### config.mk
export PLATFORM = sky130hd
export DESIGN_NAME = grf
export DESIGN_NICKNAME = d
export VERILOG_FILES = /design/src/rtl/grf.sv
export SDC_FILE = /design/constraint.sdc
export NUM_CORES = 2
export LEC_CHECK = 0
export ABC_AREA = 1
export BUFFER_PORTS_ARGS = -buffer_cell sky130_fd_sc_hd__buf_2
export CORE_AREA = 2 2 498 500
export CTS_BUF_LIST = sky130_fd_sc_hd__clkbuf_16
export CTS_CLUSTER_SIZE = 40
export DETAILED_ROUTE_END_ITERATION = 8
export DIE_AREA = 0 0 500 502
export GPL_ROUTABILITY_DRIVEN = 0
export PLACE_DENSITY = 0.42
export RECOVER_POWER = 25
export SLEW_MARGIN = 15
export SYNTH_ARGS = -nofsm -noshare
export SYNTH_HDL_FRONTEND = slang
export SYNTH_SLANG_ARGS = --single-unit
export TNS_END_PERCENT = 30
### constraint.sdc
create_clock -name Clk -period 112.1 [get_ports Clk]
set_clock_uncertainty 0.15 [all_clocks]
set_input_delay 11.21 -clock Clk [delete_from_list [all_inputs] [get_ports Clk]]
set_output_delay 11.21 -clock Clk [all_outputs]
set_load 0.1 [all_outputs]
### src/rtl/grf.sv
// grf: general-purpose register file for the five-stage MIPS pipeline.
// One write port fed by the W stage, two combinational read ports for the
// D stage, plus a registered record of the last committed write and a
// committed-write counter for debug.
// Register $0 is hardwired to zero: writes to it are discarded and never counted.
//
// Optional feature, macro GRF_BYPASS_EN:
//   defined   - a read of the address being written in the same cycle returns
//               WD, so the pipeline needs no W-to-D forward of its own.
//   undefined - reads always return the stored array contents. A same-cycle
//               read of the address being written returns the old value.
module grf #(
    parameter int          NREG    = 32,
    parameter logic [31:0] RST_VAL = 32'h0000_0000
) (
    input  logic        Clk,
    input  logic        Rst,
    input  logic [4:0]  A1,
    input  logic [4:0]  A2,
    output logic [31:0] RD1,
    output logic [31:0] RD2,
    input  logic [4:0]  A3,
    input  logic [31:0] WD,
    input  logic        RFWr,
    input  logic [31:0] WPC,
    output logic        Last_Valid,
    output logic [4:0]  Last_A3,
    output logic [31:0] Last_WD,
    output logic [31:0] Last_PC,
    output logic [31:0] WrCnt
);

    // Architectural state. Entry 0 exists only so that a 5-bit address can
    // index the array directly; it is reset to zero and never written.
    logic [31:0] regs_q [NREG];

    // Debug record of the last committed write, and the commit counter.
    logic        last_valid_q, last_valid_d;
    logic [4:0]  last_a3_q,    last_a3_d;
    logic [31:0] last_wd_q,    last_wd_d;
    logic [31:0] last_pc_q,    last_pc_d;
    logic [31:0] wr_cnt_q,     wr_cnt_d;

    // A write commits only when enabled and not aimed at $0.
    logic commit;
    assign commit = RFWr && (A3 != 5'd0);

    // Next-state for the debug record and the commit counter.
    always_comb begin
        // NOTE: every variable gets a default before any condition, so no path
        // leaves one unassigned and no latch is inferred.
        last_valid_d = commit;
        last_a3_d    = last_a3_q;
        last_wd_d    = last_wd_q;
        last_pc_d    = last_pc_q;
        wr_cnt_d     = wr_cnt_q;
        if (commit) begin
            last_a3_d = A3;
            last_wd_d = WD;
            last_pc_d = WPC;
            // Plain modulo-2^32 increment; the wrap to zero raises no flag.
            wr_cnt_d  = wr_cnt_q + 32'd1;
        end
    end

    // Register array: async reset loads RST_VAL, a commit writes one entry.
    always_ff @(posedge Clk or posedge Rst) begin
        if (Rst) begin
            // NOTE: the array is reset explicitly because its contents are
            // architecturally visible straight after reset (RST_VAL), unlike a
            // scratch memory whose contents could stay undefined.
            for (int i = 0; i < NREG; i++) begin
                regs_q[i] <= (i == 0) ? 32'h0000_0000 : RST_VAL;
            end
        end else if (commit) begin
            // NOTE: non-blocking assignment, so every reader in this time step
            // still sees the value from before the edge.
            regs_q[A3] <= WD;
        end
    end

    // Debug record and commit counter flops.
    always_ff @(posedge Clk or posedge Rst) begin
        if (Rst) begin
            last_valid_q <= 1'b0;
            last_a3_q    <= 5'd0;
            last_wd_q    <= 32'h0000_0000;
            last_pc_q    <= 32'h0000_0000;
            wr_cnt_q     <= 32'h0000_0000;
        end else begin
            last_valid_q <= last_valid_d;
            last_a3_q    <= last_a3_d;
            last_wd_q    <= last_wd_d;
            last_pc_q    <= last_pc_d;
            wr_cnt_q     <= wr_cnt_d;
        end
    end

    // Read port 1: $0 reads as zero; otherwise stored data, or WD when bypassed.
    always_comb begin
        RD1 = (A1 == 5'd0) ? 32'h0000_0000 : regs_q[A1];
`ifdef GRF_BYPASS_EN
        if (RFWr && (A3 == A1) && (A1 != 5'd0)) begin
            RD1 = WD;
        end
`endif
    end

    // Read port 2: identical to port 1 but independently addressed.
    always_comb begin
        RD2 = (A2 == 5'd0) ? 32'h0000_0000 : regs_q[A2];
`ifdef GRF_BYPASS_EN
        if (RFWr && (A3 == A2) && (A2 != 5'd0)) begin
            RD2 = WD;
        end
`endif
    end

    assign Last_Valid = last_valid_q;
    assign Last_A3    = last_a3_q;
    assign Last_WD    = last_wd_q;
    assign Last_PC    = last_pc_q;
    assign WrCnt      = wr_cnt_q;

endmodule

==> reports/results.txt <==
Post-CTS Setup Bufs: 0
CTS Hold Buffers Added: 0
CTS clk-pin slew, worst paths: 0.06 ns
Sw Ratio: 35.6%
Avg WL per Cell: 24.2 microns
Failing checks: capacitance limit, slew limit
Sequential Power Share: 42.1%
Synthesized area: 0.0610 sq mm
Worst Reg-to-Reg Cells: 6
Vias in the first global route: 59161
Setup tns final: 0 ns
Adder-Cell Fraction of Synth Area: 0.0205%
Largest net degree at the start of global routing: 181
Synth Area in XOR/XNOR: 0.244%
Largest family of logic cells by synthesized area: simple AND/OR/NAND/NOR gates
Worst min path class: reg2reg
Htree depth: 4
Grt total ovfl: 0
Initial Util: 24.9%
Die height: 502 microns
Slew Viols, Final: 854
Critical Path Fanout Max: 122
Logic pwr share: 21.3%
Final Setup Violations: 0
RSZ-0062 raised after global routing: false
Nets: 8707
Final hold vios: 0
CTS Buf Count: 146
R2r endpoint: WrCnt[15]$_DFFE_PP0P_
CTS root buffer: clkbuf_16
Slew @ Worst Pin: 5.14 ns
Fillers: 26976
Synth unique cells: 26
Critical path startpoint category: input port
Peak Freq: 35.9 MHz
Static Leak: 0.0324 uW
Hold Startpoint: regs_q[996]$_DFFE_PP0P_
Row count: 182
Syn-to-layout area delta: 13.2%
Worst reg2reg setup slack: 109.68 ns
Hold Path Sink: regs_q[996]$_DFFE_PP0P_
P_sw: 452 uW
Die W: 500 microns
Die ar.: 0.251 sq mm
Global-route wire length before repair: 423000 microns
PortBufs: 247
Post-detail-place hpwl: 160000 microns
Clock sink count: 1126
GR peak layer: met2
CORE AREA: 0.245 sq mm
Synth Register Bits: 1126
WL final: 289000 microns
Ys Warns: 0
Pwr Density: 18.4 mW/mm^2
Synth Area in Compound Gates: 13.5%
Crit end category: output pin
Register area share after synthesis: 46.2%
Initial DRC count: 6548
Via Count: 61072
Worst VDD drop: 0.00988 mV
Max_cap viols: 16
Period utilisation layout: 24.8%
Share of cells above drive strength 1: 6.92%
Relative slew slack: -243%
CP arrival: 16.48 ns
Clock Power Share: 36.5%
Post-Syn Area per Cell: 6.89 sq um
Clock buffer depth: 3
Placed Area: 0.0647 sq mm
DRT Pass-1 Iters: 8
Outcome: finished with violations
CTS tree: yes
Synth Area in Simple Gates: 33.7%
WHS Path Cells: 0
Design area: 0.0691 sq mm
Mux share of post-synthesis cell area: 0%
Clock Latency Late Sink: 0.82 ns
Residual DRC: 0
Final min period: 27.84 ns
GR Util met3: 3.99%
Remaining antenna violation count: 0
Routed vias/inst: 5.10
R2r startpoint: WrCnt[2]$_DFFE_PP0P_
Kind of critical path: in2out
Pint: 820 uW
Met2 GRT Util: 36.5%
Io pins: 248
GRT Overall Usage: 22.7%
Initial antenna violation count: 23
Synthesized instance count: 8862
Crit path required time: 100.74 ns
Met1 Track Usage GR: 31.0%
Syn nets: 8945
# resized after CTS: 0
area by class of cell:
| type | instances | area (sq um) | area share (%) |
|---|---|---|---|
| flip-flops and latches | 1126 | 28200 | 40.8 |
| multi-input cells | 6736 | 29100 | 42.1 |
| repair buffers | 379 | 2290 | 3.32 |
| clock buffers | 149 | 3730 | 5.40 |
| inverters | 235 | 928 | 1.34 |
| well taps | 3220 | 4030 | 5.83 |
| clock inverters | 114 | 843 | 1.22 |
| diodes | 7 | 17.5 | 0.0253 |
stage by stage:
stage               power, uW  util, %  setup slack [ns]  std cells  hold WS [ns]
floorplan                 731        -             69.03       8862         0.300
global placement          809     26.4             84.39      11696         0.236
detailed placement        813     26.4             84.37      11696         0.239
CTS                      1280     28.2             84.35      11959         0.251
global route             1340     28.2             84.11      11961         0.262
finish                   1270     28.2             84.26      11966         0.247
routing by layer:
| metal | routed length (microns) | vias to the layer above | part of all wire [%] |
|---|---|---|---|
| met5 | 91 | - | 0.031 |
| met4 | 8420 | 14 | 2.9 |
| met3 | 21700 | 475 | 7.5 |
| met2 | 130000 | 2585 | 45 |
| met1 | 129000 | 29849 | 45 |
| li1 | - | 28149 | - |
registers in the layout, indices dropped and copies added, names as in the netlist:
name        flops
Last_PC        32
Last_Valid      1
WrCnt          32
Last_WD        32
Last_A3         5
regs_q       1024
power by group through the flow:
stage               Sequential (uW)  Clock [uW]  Combinational [uW]
finish                          536         465                 271
global route                    545         492                 305
CTS                             534         475                 273
detailed placement              540           0                 273
global placement                540           0                 270
floorplan                       556           0                 175
cells by family (layout without fill, tap and decap cells):
family,Yosys count,after routing
other,0,7
flip-flops,1126,1126
AO/OA/AOI/OAI,1624,1624
AND/OR/NAND/NOR,5094,5094
XOR/XNOR,17,17
buffers and inverters,1000,877
adder cells (fa/ha/maj),1,1
cells in the mapped netlist, drive strengths merged:
master  count  share of area, %
nor3       20              0.29
nor2      800               4.9
nand3    1000               8.2
nand4       5             0.051
xor2       11              0.16
nand3b      6             0.074
inv       233               1.4
o211ai     57              0.70
o21ai    1426                12
xnor2       6             0.086
dfrtp    1126                46
clkinv      2             0.012
a21oi     141               1.2
nor4        2             0.070
clkbuf    628               3.9
ha          1             0.020
buf       137              0.99
nand2    3260                20
and2        1             0.010
critical path: stages:
cell and delay, ns:
buf_8 0.28, inv_8 0.66, buf_4 0.74, buf_4 0.81, buf_4 0.80, nand2_1 0.14, nand3_1 0.11, nand3_1 0.09
nand2_1 0.10, nand2_1 0.05, nand3_1 0.09, nand2_1 0.06, nor2_1 0.45, buf_2 0.54
worst max path at each step:
stage / from / end / slack [ns] / cells after the start
final: A2[0] / RD2[15] / 84.26 / 14
after global routing: A2[0] / RD2[15] / 84.11 / 14
after CTS: A2[0] / RD2[13] / 84.35 / 13
after detailed placement: A2[0] / RD2[13] / 84.37 / 13
after global placement: A2[0] / RD2[13] / 84.39 / 13
after floorplan: Rst / Last_A3[0]$_DFFE_PP0P_ / 69.03 / 1
cell usage in the layout, fill, tap and decap left out, types with 35 or more instances in the layout:
master	n
dfrtp_1	1126
nand2_1	3244
clkinv_1	35
nor2_1	798
o21ai_0	1181
a21oi_1	141
o21ai_1	245
buf_2	237
inv_1	252
buf_4	122
o211ai_1	57
clkbuf_16	149
nand3_1	999
Note: power is estimated with default switching activity, not from simulation.
